<file path="src/rtl/osc_pkg.sv">
// Shared oscilloscope constants, FSM encoding and digit helpers.
// Used by both the code-to-digits and digits-to-code conversion paths.
package osc_pkg;

  localparam int VREF_MV   = 5000;
  localparam int ADC_BITS  = 12;
  localparam int MV_W      = $clog2(VREF_MV + 1);
  localparam int NUM_W     = MV_W + ADC_BITS;
  localparam int MV_CALC_W = 14;

  typedef enum logic [1:0] {
    IDLE,
    LOAD,
    DIVIDE,
    DONE
  } state_t;

  typedef struct packed {
    logic [3:0] int_d;
    logic [3:0] f1_d;
    logic [3:0] f2_d;
  } digits_t;

  // Wide enough for 9.99 V; out-of-range digits are flagged separately.
  function automatic logic [MV_CALC_W-1:0] digits_to_mv(input digits_t d);
    return MV_CALC_W'(d.int_d) * MV_CALC_W'(1000)
         + MV_CALC_W'(d.f1_d)  * MV_CALC_W'(100)
         + MV_CALC_W'(d.f2_d)  * MV_CALC_W'(10);
  endfunction

  function automatic logic digits_bad(input digits_t d);
    return (d.int_d > 4'd9) || (d.f1_d > 4'd9) || (d.f2_d > 4'd9);
  endfunction

endpackage

</file>
<file path="src/rtl/seq_udiv.sv">
// Unsigned restoring divider, one dividend bit per cycle MSB first; NW cycles after start.
// done is high during the final iteration; quotient is valid from the following cycle.
module seq_udiv #(
  parameter int NW = 25,
  parameter int DW = 13
) (
  input  logic          clk,
  input  logic          rst,
  input  logic          start,
  input  logic [NW-1:0] dividend,
  input  logic [DW-1:0] divisor,
  output logic          done,
  output logic [NW-1:0] quotient
);

  localparam int CW = $clog2(NW + 1);

  logic [NW-1:0] dvd_q;
  logic [DW-1:0] dsr_q;
  logic [DW-1:0] rem_q;
  logic [CW-1:0] cnt_q;
  logic          run_q;

  logic [DW:0]   rem_shift;
  logic          rem_ge;
  logic [DW-1:0] rem_next;

  // Partial remainder stays below the divisor, so the difference fits in DW bits.
  always_comb begin
    rem_shift = {rem_q, dvd_q[NW-1]};
    rem_ge    = (rem_shift >= {1'b0, dsr_q});
    rem_next  = rem_ge ? (rem_shift[DW-1:0] - dsr_q) : rem_shift[DW-1:0];
  end

  assign done = run_q && (cnt_q == CW'(1));

  always_ff @(posedge clk) begin
    if (rst) begin
      dvd_q    <= '0;
      dsr_q    <= '0;
      rem_q    <= '0;
      quotient <= '0;
      cnt_q    <= '0;
      run_q    <= 1'b0;
    end else if (start) begin
      dvd_q    <= dividend;
      dsr_q    <= divisor;
      rem_q    <= '0;
      quotient <= '0;
      cnt_q    <= CW'(NW);
      run_q    <= 1'b1;
    end else if (run_q) begin
      dvd_q    <= {dvd_q[NW-2:0], 1'b0};
      rem_q    <= rem_next;
      quotient <= {quotient[NW-2:0], rem_ge};
      cnt_q    <= cnt_q - CW'(1);
      if (cnt_q == CW'(1)) run_q <= 1'b0;
    end
  end

endmodule

</file>
<file path="src/rtl/voltage_to_adc_code.sv">
// Converts X.YZ V digits to floor(mV * 2^ADC_BITS / VREF_MV); fixed 27-cycle start-to-done latency.
// start is only taken in IDLE (no queueing); result and flags hold until the next done.
module voltage_to_adc_code
  import osc_pkg::*;
(
  input  logic                clk,
  input  logic                rst,
  input  logic                start,
  input  logic [3:0]          integer_digit,
  input  logic [3:0]          float1_digit,
  input  logic [3:0]          float2_digit,
  output logic                busy,
  output logic                done,
  output logic [ADC_BITS-1:0] adc_code,
  output logic                sat,
  output logic                err
);

  state_t  state_q, state_d;
  digits_t digits_q;
  logic    err_next_q;
  logic    force_zero_q;

  logic [MV_CALC_W-1:0] mv_raw;
  logic                 mv_over;
  logic                 digit_bad;
  logic [MV_W-1:0]      mv_clamp;
  logic [NUM_W-1:0]     dividend;
  logic                 div_start;
  logic                 div_done;
  logic [NUM_W-1:0]     div_quo;
  logic                 quo_over;

  always_comb begin
    mv_raw    = digits_to_mv(digits_q);
    digit_bad = digits_bad(digits_q);
    mv_over   = (mv_raw > MV_CALC_W'(VREF_MV));
    mv_clamp  = mv_over ? MV_W'(VREF_MV) : mv_raw[MV_W-1:0];
    dividend  = {mv_clamp, {ADC_BITS{1'b0}}};
    div_start = (state_q == LOAD);
    quo_over  = |div_quo[NUM_W-1:ADC_BITS];
  end

  seq_udiv #(
    .NW(NUM_W),
    .DW(MV_W)
  ) u_div (
    .clk      (clk),
    .rst      (rst),
    .start    (div_start),
    .dividend (dividend),
    .divisor  (MV_W'(VREF_MV)),
    .done     (div_done),
    .quotient (div_quo)
  );

  always_comb begin
    state_d = state_q;
    case (state_q)
      IDLE:    if (start) state_d = LOAD;
      LOAD:    state_d = DIVIDE;
      DIVIDE:  if (div_done) state_d = DONE;
      DONE:    state_d = IDLE;
      default: state_d = IDLE;
    endcase
  end

  always_ff @(posedge clk) begin
    if (rst) begin
      state_q      <= IDLE;
      digits_q     <= '0;
      err_next_q   <= 1'b0;
      force_zero_q <= 1'b0;
      busy         <= 1'b0;
      done         <= 1'b0;
      adc_code     <= '0;
      sat          <= 1'b0;
      err          <= 1'b0;
    end else begin
      state_q <= state_d;
      done    <= 1'b0;
      case (state_q)
        IDLE: begin
          if (start) begin
            digits_q <= {integer_digit, float1_digit, float2_digit};
            busy     <= 1'b1;
          end
        end
        LOAD: begin
          err_next_q   <= digit_bad | mv_over;
          force_zero_q <= digit_bad;
        end
        DIVIDE: begin
          if (div_done) busy <= 1'b0;
        end
        DONE: begin
          done <= 1'b1;
          err  <= err_next_q;
          // Full-scale input yields 2^ADC_BITS, which must pin to the top code.
          if (force_zero_q) begin
            adc_code <= '0;
            sat      <= 1'b0;
          end else if (quo_over) begin
            adc_code <= '1;
            sat      <= 1'b1;
          end else begin
            adc_code <= div_quo[ADC_BITS-1:0];
            sat      <= 1'b0;
          end
        end
        default: ;
      endcase
    end
  end

endmodule

</file>
<file path="config.mk">
export PLATFORM = sky130hd
export DESIGN_NAME = voltage_to_adc_code
export DESIGN_NICKNAME = d
export VERILOG_FILES = /design/src/rtl/osc_pkg.sv /design/src/rtl/seq_udiv.sv /design/src/rtl/voltage_to_adc_code.sv
export SDC_FILE = /design/constraint.sdc
export NUM_CORES = 1
export LEC_CHECK = 0
export CELL_PAD_IN_SITES_DETAIL_PLACEMENT = 1
export CELL_PAD_IN_SITES_GLOBAL_PLACEMENT = 1
export CORE_ASPECT_RATIO = 0.75
export CORE_MARGIN = 1
export CORE_UTILIZATION = 50
export CTS_CLUSTER_DIAMETER = 150
export DETAILED_ROUTE_END_ITERATION = 7
export GPL_ROUTABILITY_DRIVEN = 1
export GPL_TIMING_DRIVEN = 0
export HOLD_SLACK_MARGIN = 0.12
export PLACE_DENSITY_LB_ADDON = 0.1
export SYNTH_ARGS = -nofsm -noshare
export SYNTH_HDL_FRONTEND = slang
export SYNTH_SLANG_ARGS = --single-unit
</file>
<file path="constraint.sdc">
create_clock -name clk -period 13.9 [get_ports clk]
set_clock_uncertainty 0.15 [all_clocks]
set_input_delay 1.39 -clock clk [delete_from_list [all_inputs] [get_ports clk]]
set_output_delay 1.39 -clock clk [all_outputs]
set_load 0.05 [all_outputs]
</file>
### After elaboration in Yosys (flattened, before gate mapping)

Cells that the tools add are included.

* register bits: 90

* add/sub/neg operators: 4
* $mul: 3
* order comparisons: 5
* equal/unequal tests: 6
* muxes and demuxes: 20
* bitwise logic cells: 1
* reduce and logical (&&, ||, !) cells: 11

Operators with widths (number)
* $mux 25: 2
* $mux 13: 2
* $mux 12: 2
* $add 14x11->14: 1
* $add 14x8->14: 1
* $ge 14x13->1: 1
* $gt 14x13->1 const B: 1
* $reduce_or 13->1: 1
* $sub 13x13->13: 1
* $gt 4x4->1 const B: 3
* $mul 4x7->11 const B: 1
* $mux 5: 2
* $mul 4x5->9 const B: 1
* $mux 1: 8
* $pmux 2 s4: 1
* $mul 4x3->7 const B: 1
* $eq 5x1->1 const B: 1
* $sub 5x1->5 const B: 1
* $eq 2x2->1 const B: 2
* $mux 2: 2
* $ne 2x2->1 const B: 2
* $reduce_and 2->1: 2
* $reduce_bool 2->1: 2
* $reduce_and 3->1: 1
* 7 further kinds: 8

### Depth between registers and ports, before layout

Gate-level depths: netlist (run 1).

* depth in word-level cells: 6
* depth in mapped cells: 18
* depth with buffers taken out: 18

### Cells and area by module

A second synthesis (run 1) with hierarchy kept.

* cells, all modules: 805
* area, all modules: 6919.1 um2

By module, submodules not included
* seq_udiv: times used 1, cells each 460, area each 3990.1 um2, seq. area each 1641.6 um2
* voltage_to_adc_code: times used 1, cells each 345, area each 2929.1 um2, seq. area each 640.6 um2

### Least setup slack after synthesis (run 1)

OpenSTA, ideal clock, no wires.

* path type: register -> register
* from: register digits_q[9] in the netlist's numbering
* to: register u_div.dvd_q[23]
* arrival time: 4.479 ns
* data required time: 13.633 ns
* setup slack: 9.153 ns
* cell stages (with the launch flop): 19
* path buffers: 0
* period minus slack after synthesis: 4.747 ns
* cell sequence: dfxtp_1 -> fa_1 -> inv_1 -> fa_1 -> inv_1 -> ha_1 -> nand2b_1 -> or2b_2 -> a21oi_1 -> xor2_1 -> ha_1 -> ha_1 -> a21oi_1 -> inv_1 -> nor2_1 -> and3_1 -> or4_4 -> and4_4 -> a32o_1

* longest elaborated chain between the ends: 6

RTL lines
* from (decl): line voltage_to_adc_code.sv:20 `digits_t digits_q;`
* from (signal assigned): line voltage_to_adc_code.sv:85 `digits_q <= {integer_digit, float1_digit, float2_digit};`
* $mul 4x7->11 (*): line osc_pkg.sv:26 `return MV_CALC_W'(d.int_d) * MV_CALC_W'(1000)`
* $add 14x11->14 (*): line osc_pkg.sv:27 `+ MV_CALC_W'(d.f1_d) * MV_CALC_W'(100)`
* $add 14x8->14 (*): line osc_pkg.sv:28 `+ MV_CALC_W'(d.f2_d) * MV_CALC_W'(10);`
* $gt 14x13->1: line voltage_to_adc_code.sv:37 `mv_over = (mv_raw > MV_CALC_W'(VREF_MV));`
* $mux 13 (*): line voltage_to_adc_code.sv:38 `mv_clamp = mv_over ? MV_W'(VREF_MV) : mv_raw[MV_W-1:0];`
* $mux 25 (*): line seq_udiv.sv:45 `end else if (start) begin`
* to (signal assigned): line seq_udiv.sv:46 `dvd_q <= dividend;`
* to (signal assigned): line seq_udiv.sv:53 `dvd_q <= {dvd_q[NW-2:0], 1'b0};`
* to (decl): line seq_udiv.sv:18 `logic [NW-1:0] dvd_q;`

Mark *: on every way between the ends. The rest lies on a longest branch, timed or not.
A chain may end at the register's enable or synchronous reset.

### Worst setup path after layout (run 1)

* from: register digits_q[9] in the netlist's numbering
* to: register u_div.dvd_q[14]

* longest elaborated chain between the ends: 6

RTL lines (line)
* $mul 4x7->11: osc_pkg.sv:26
* $add 14x11->14: osc_pkg.sv:27
* $add 14x8->14: osc_pkg.sv:28
* $gt 14x13->1: voltage_to_adc_code.sv:37
* $mux 13: voltage_to_adc_code.sv:38
* $mux 25: seq_udiv.sv:45

Every way passes these cells.

==> impl_metrics.env, run 1 <==
export IMPL_status="finished, final reports clean"
export IMPL_async_flop_share=0
export IMPL_cts_buffer_depth=2
export IMPL_endpoint_kind="flip-flop"
export IMPL_min_path_type="flip-flop to flip-flop"
export IMPL_synthAdderAreaFrac=0.184
export IMPL_synth_top_flop_cell="dfxtp_1"
export IMPL_synth_seq_area_share=0.328
export IMPL_ys_ff_latch=89
export IMPL_clock_sinks=89
export IMPL_cts_inserted_buffers=9
export IMPL_postCtsHoldBufs=0
export IMPL_grt_pass1_wl_um=23400
export IMPL_antenna_found_initial=0
export IMPL_path_max_fanout=8
export IMPL_ff2ff_path_depth=18
export IMPL_maxSlewViolCount=0
export IMPL_gp_congestion=0.817
export IMPL_placementRows=32
export IMPL_grt_max_degree=19
export IMPL_synth_compound_gate_area_share=0.174
export IMPL_layout_common_cells="dfxtp_1 (89), inv_1 (66), a21oi_1 (57)"
export IMPL_min_path_cells=2
export IMPL_final_common_cell="dfxtp_1"
export IMPL_area_growth_pct=14.5
export IMPL_yosys_warnings=0
export IMPL_diodes=0
export IMPL_power_leakage_nw=2.51
export IMPL_first_pass_iters=4
export IMPL_die_y_um=92.2
export IMPL_cts_tree="built"
export IMPL_io_pins=31
export IMPL_setup_viol=0
export IMPL_fin_hold_ws_ns=0.349
export IMPL_clk_latency_ns=0.35
export IMPL_synth_simple_gate_area_frac=0.133
export IMPL_synth_nets=705
export IMPL_core_mm2=0.0104
export IMPL_start_util=0.522
export IMPL_worst_pin_slew_ns=0.913
export IMPL_synth_cells=619
export IMPL_crit_type="flip-flop to flip-flop"
export IMPL_clock_root_buffer="clkbuf_16"
export IMPL_synth_edff_count=0
export IMPL_drt_initial_drc_count=206
export IMPL_r2r_slack_ns=8.40
export IMPL_die_w_um=122
export IMPL_hold_path_endpoint="busy"
export IMPL_holdCritStartpoint="busy"
export IMPL_critPathArrivalTime_ns=5.60
export IMPL_avgViaCountPerCell=5.67
export IMPL_synth_xor_area_frac=0.0355
export IMPL_post_cts_buffers=0
export IMPL_synthMuxAreaShare=0.0804
export IMPL_hold_viol=0
export IMPL_vias=4541
export IMPL_timing_fmax_mhz=182
export IMPL_ir_worst_vdd_v=0.0000909
export IMPL_cts_clk_slew_worst_paths_ns=0.07
export IMPL_critPathRequiredTime_ns=14.00
export IMPL_fin_nets=746
export IMPL_start_kind="flip-flop"
export IMPL_finalSetupTns_ns=0
export IMPL_place_hpwl_um=11000
export IMPL_avgSynthCellArea_um2=8.77
export IMPL_period_minus_slack_ns=5.50
export IMPL_power_density_mw_per_mm2=211
export IMPL_nFillCells=1253
export IMPL_numPortBuffers=30
export IMPL_r2r_start="digits_q[9]"
export IMPL_grt_overflow_total=0
export IMPL_wl_um=14300
export IMPL_slew_headroom=0.376
export IMPL_h_tree_depth=3
export IMPL_yosysUniqueCellTypes=62
export IMPL_rsz0062_at_grt="false"
export IMPL_drive_gt1_frac=0.0481
export IMPL_dieArea_mm2=0.0113
export IMPL_fin_area_mm2=0.00622
export IMPL_maxCapViolations=0
export IMPL_drt_wirelength_per_cell_um=17.9
export IMPL_grtUsageTotal=0.270
export IMPL_ant_nets=0
export IMPL_reg2reg_to="u_div.dvd_q[14]"
export IMPL_route_detailed_drc=0
export IMPL_place_area_mm2=0.00590
export IMPL_period_share=0.396
export IMPL_cts_resized=0
export IMPL_grt_pass1_vias=4703
export IMPL_syn_area_mm2=0.00543
export IMPL_synth_top_family_by_area="adder cells"
## worst max-delay path, stage by stage (launching register included)
cell	delay, ns
dfxtp_1	0.46
fa_1	0.66
inv_1	0.11
fa_1	0.52
inv_1	0.04
ha_1	0.35
nand2b_1	0.15
or2b_2	0.30
a21oi_1	0.18
xor2_1	0.19
ha_1	0.26
ha_1	0.37
a21oi_1	0.22
and3_1	0.18
nand3_1	0.07
nor3b_1	0.18
a211oi_1	0.34
o2111ai_2	0.30
o32ai_1	0.35
## where the power goes
group          internal, mW  switching (mW)  total [mW]  leakage (nW)
Clock                 0.145           0.116       0.261         0.153
Sequential            0.304          0.0488       0.353         0.723
Combinational         0.274           0.425       0.700          1.64
## layout make-up
cell class                      count  area (um^2)  area share
Multi-Input combinational cell    438         3300       0.531
Inverter                           67          251      0.0404
Buffer                             25         95.1      0.0153
Sequential cell                    89         1780       0.287
Clock inverter                      7         93.8      0.0151
Timing Repair Buffer               30          300      0.0483
Clock buffer                        9          225      0.0362
Tap cell                          136          170      0.0274
## flip-flops by register name, summed over array words and instances, names as in the netlist, 2 cells and up
register and flops:
u_div.quotient 25, u_div.rem_q 13, adc_code 12, digits_q 12, u_div.dvd_q 12, u_div.cnt_q 5
state_q 2
## synth_stat cells, types with 2 or more instances
| cell type | instances | area [um^2] |
|---|---|---|
| o32ai_1 | 4 | 35.0 |
| nor4b_1 | 3 | 26.3 |
| a21o_1 | 5 | 37.5 |
| nand3_1 | 7 | 35.0 |
| nand3b_1 | 5 | 37.5 |
| o31ai_1 | 3 | 22.5 |
| o21a_1 | 9 | 67.6 |
| a21oi_1 | 57 | 285 |
| dfxtp_1 | 89 | 1780 |
| xor2_1 | 5 | 43.8 |
| and3_1 | 2 | 12.5 |
| nand4_1 | 2 | 12.5 |
| clkbuf_1 | 19 | 71.3 |
| buf_1 | 5 | 18.8 |
| a211oi_1 | 8 | 60.1 |
| o211ai_1 | 2 | 15.0 |
| and2_1 | 2 | 12.5 |
| nand2b_1 | 8 | 50.1 |
| fa_1 | 15 | 300 |
| o21ai_0 | 41 | 205 |
| mux2_2 | 3 | 33.8 |
| nor2_1 | 52 | 195 |
| ha_1 | 56 | 701 |
| inv_1 | 66 | 248 |
| nor3_1 | 11 | 55.1 |
| xnor2_1 | 17 | 149 |
| nor4_1 | 4 | 25.0 |
| nand2_1 | 43 | 161 |
| a32o_1 | 2 | 20.0 |
| o311a_1 | 2 | 20.0 |
| nor2b_1 | 4 | 25.0 |
| mux2i_1 | 38 | 380 |
## worst max path at each step
stage,cells after the start,startpoint,endpoint,slack (ns)
floorplan,18,digits_q[9],u_div.dvd_q[23],9.15
global placement,18,digits_q[9],u_div.dvd_q[14],8.67
detailed placement,18,digits_q[9],u_div.dvd_q[14],8.40
finish,18,digits_q[9],u_div.dvd_q[14],8.40
CTS,18,digits_q[9],u_div.dvd_q[14],8.40
global route,18,digits_q[9],u_div.dvd_q[14],8.09
## layer usage
metal  share of wire  vias up  GRT usage  routed length (um)
met5               0        -          0                   0
met4          0.0083        0     0.0681                 119
met3           0.033       12     0.0410                 466
met2            0.47       61      0.447                6690
met1            0.49     2256      0.363                7020
li1                -     2212          -                   -
## cell families (layout without fill, tap and decap cells)
group,Yosys count,count (layout)
AOI/OAI and AO/OA,151,151
xor gates and xnor gates,22,22
DFF,89,89
muxes,42,42
and+or+nand+nor,152,152
adders and majority gates,71,71
buffers and inverters,92,138
## metrics by stage
step | utilization | setup WS [ns] | power (mW) | std cells
detailed placement | 0.567 | 8.40 | 1.05 | 785
CTS | 0.597 | 8.40 | 1.32 | 801
global route | 0.597 | 8.09 | 1.41 | 801
global placement | 0.567 | 8.67 | 1.00 | 785
floorplan | - | 9.15 | 0.868 | 619
finish | 0.597 | 8.40 | 1.31 | 801
Note: power is estimated with default switching activity, not from simulation.
==> inputs of run 2 (changes only) <==
CORE_UTILIZATION = 42   (was 50)
clock period = 4.6 ns   (was 13.9 ns; I/O delays follow)
==> run 2 against run 1 <==
Effect of this change:
- the run now ends with negative setup slack left
- final area is 5.0% higher
- die area rose by 19%
- hold slack got worse by 0.012 ns
- worst setup slack got worse by 8.4 ns
- fmax grew 19%
- first-iteration DRC count fell by 16%
- global-route usage fell by 4.7 points
- critical endpoint is now u_div.dvd_q[16]
==> impl_metrics.env, run 2 (synthesis results as in run 1) <==
export IMPL_io_pins=31
export IMPL_clk_latency_ns=0.35
export IMPL_fin_nets=755
export IMPL_slew_headroom=0.376
export IMPL_cts_clk_slew_worst_paths_ns=0.07
export IMPL_h_tree_depth=3
export IMPL_cpMostUsedCell="ha_1"
export IMPL_timing_fmax_mhz=217
export IMPL_start_util=0.437
export IMPL_clock_root_buffer="clkbuf_16"
export IMPL_ant_nets=0
export IMPL_rsz0062_at_grt="true"
export IMPL_gp_congestion=0.784
export IMPL_status="finished with violations"
export IMPL_antenna_found_initial=0
export IMPL_fin_hold_ws_ns=0.337
export IMPL_finalSetupTns_ns=-0.0152
export IMPL_vias=4477
export IMPL_min_path_type="flip-flop to flip-flop"
export IMPL_ff2ff_path_depth=17
export IMPL_numPortBuffers=30
export IMPL_core_mm2=0.0124
export IMPL_crit_start="digits_q[11]"
export IMPL_diodes=0
export IMPL_period_share=1.00
export IMPL_first_pass_iters=4
export IMPL_finalWorstSetupSlack_ns=-0.0136
export IMPL_slowest_delay_ns=0.55
export IMPL_drt_initial_drc_count=174
export IMPL_worst_pin_slew_ns=0.912
export IMPL_hold_viol=0
export IMPL_die_y_um=100
export IMPL_r2r_start="digits_q[11]"
export IMPL_die_w_um=133
export IMPL_r2r_slack_ns=-0.01
export IMPL_area_growth_pct=20.3
export IMPL_setup_viol=2
export IMPL_violations="negative setup slack"
export IMPL_postCtsHoldBufs=0
export IMPL_ir_worst_vdd_v=0.000261
export IMPL_power_density_mw_per_mm2=647
export IMPL_critPathRequiredTime_ns=4.70
export IMPL_worstPathCellList="buf_4, ha_1, ha_1, ha_1, inv_1, fa_1, fa_1, inv_1, ha_4, a21oi_2, o31ai_4, o311a_1, o22ai_2, xnor2_2, o2111ai_2, buf_6, o32ai_2"
export IMPL_wl_um=14200
export IMPL_cts_inserted_buffers=9
export IMPL_cts_buffer_depth=2
export IMPL_clock_sinks=89
export IMPL_crit_type="flip-flop to flip-flop"
export IMPL_layout_common_cells="dfxtp_1 (85), inv_1 (64), a21oi_1 (54)"
export IMPL_largest_register="u_div.quotient"
export IMPL_place_hpwl_um=10700
export IMPL_endpoint="u_div.dvd_q[16]"
export IMPL_reg2reg_to="u_div.dvd_q[16]"
export IMPL_maxCapViolations=0
export IMPL_drive_gt1_frac=0.113
export IMPL_largest_reg_flops=25
export IMPL_start_kind="flip-flop"
export IMPL_top_regs="u_div.quotient: 25 flops, u_div.rem_q: 13 flops"
export IMPL_final_common_cell="dfxtp_1"
export IMPL_drt_wirelength_per_cell_um=16.9
export IMPL_grt_pass1_wl_um=23500
export IMPL_holdCritStartpoint="sat"
export IMPL_route_detailed_drc=0
export IMPL_endpoint_kind="flip-flop"
export IMPL_placementRows=35
export IMPL_nFillCells=1464
export IMPL_dieArea_mm2=0.0134
export IMPL_critPathArrivalTime_ns=4.71
export IMPL_grt_max_degree=17
export IMPL_critPathSlowestCell="fa_1"
export IMPL_power_leakage_nw=2.59
export IMPL_grt_overflow_total=0
export IMPL_grt_pass1_vias=4658
export IMPL_grtUsageTotal=0.223
export IMPL_path_max_fanout=8
export IMPL_maxSlewViolCount=0
export IMPL_period_minus_slack_ns=4.61
export IMPL_fin_util=0.525
export IMPL_avgViaCountPerCell=5.33
export IMPL_cts_tree="built"
run 2: cell count changes in the layout (fill, tap and decap cells not counted), sizes merged:
cell	before	now
buf	6	15
bufinv	1	0
clkbuf	28	29
run 2: metrics by stage:
stage	cells	setup slack (ns)	power [mW]	area, um^2
final	840	-0.0136	4.22	6530
after global routing	840	-0.178	4.55	6530
after CTS	837	0.0258	4.09	6420
after detailed placement	815	-0.628	3.18	5960
after global placement	815	-0.436	3.08	5960
after floorplan	619	0.0254	2.65	5460
run 2: repair_timing:
| action | 4_1_cts | 5_1_grt |
|---|---|---|
| pin swaps | 14 | 7 |
| endpoints found under the hold margin | 0 | 0 |
| setup buffers | 6 | 3 |
| setup endpoints to repair | 13 | 13 |
| gates resized for setup | 26 | 15 |
| cloned | 0 | 0 |
run 2: area by class of cell:
| class | instances | area [um^2] | share of cell area |
|---|---|---|---|
| buffer | 25 | 95.1 | 0.0146 |
| timing repair buffer | 39 | 372 | 0.0569 |
| clock inverter | 6 | 47.5 | 0.00728 |
| inverter | 67 | 251 | 0.0385 |
| clock buffer | 10 | 239 | 0.0366 |
| tap | 166 | 208 | 0.0318 |
| sequential | 89 | 1790 | 0.275 |
| multi-input combinational | 438 | 3520 | 0.540 |
run 2: metal layers:
metal / share of wire / GRT usage / wire length, um
met4: 0.0057 / 0.0498 / 81
met3: 0.028 / 0.0407 / 398
met1: 0.54 / 0.324 / 7730
met2: 0.42 / 0.341 / 5990
met5: 0 / 0 / 0
run 2: worst min path at each step:
stage / to / slack, ns / cells after the start
CTS: sat / 0.34 / 2
floorplan: u_div.dvd_q[13] / 0.30 / 2
detailed placement: sat / 0.32 / 2
finish: sat / 0.34 / 2
global route: sat / 0.35 / 2
global placement: sat / 0.32 / 2
run 2: critical path: cells and delay by family, from the launching register on:
| family | cells | cell delay, ns |
|---|---|---|
| compound gates | 6 | 1.26 |
| buf+inv | 4 | 0.48 |
| xor+xnor | 1 | 0.16 |
| flops | 1 | 0.39 |
| fa+ha+maj | 6 | 2.05 |
run 2: report_power, final:
group / switching (mW) / internal (mW)
combinational: 1.44 / 1.01
clock: 0.327 / 0.388
sequential: 0.140 / 0.922
==> inputs of run 3 (changes only) <==
CTS_CLUSTER_SIZE = 40   (was default)
==> results of run 3 <==
No change in the layout: final DEF, timing and power equal those of run 2.
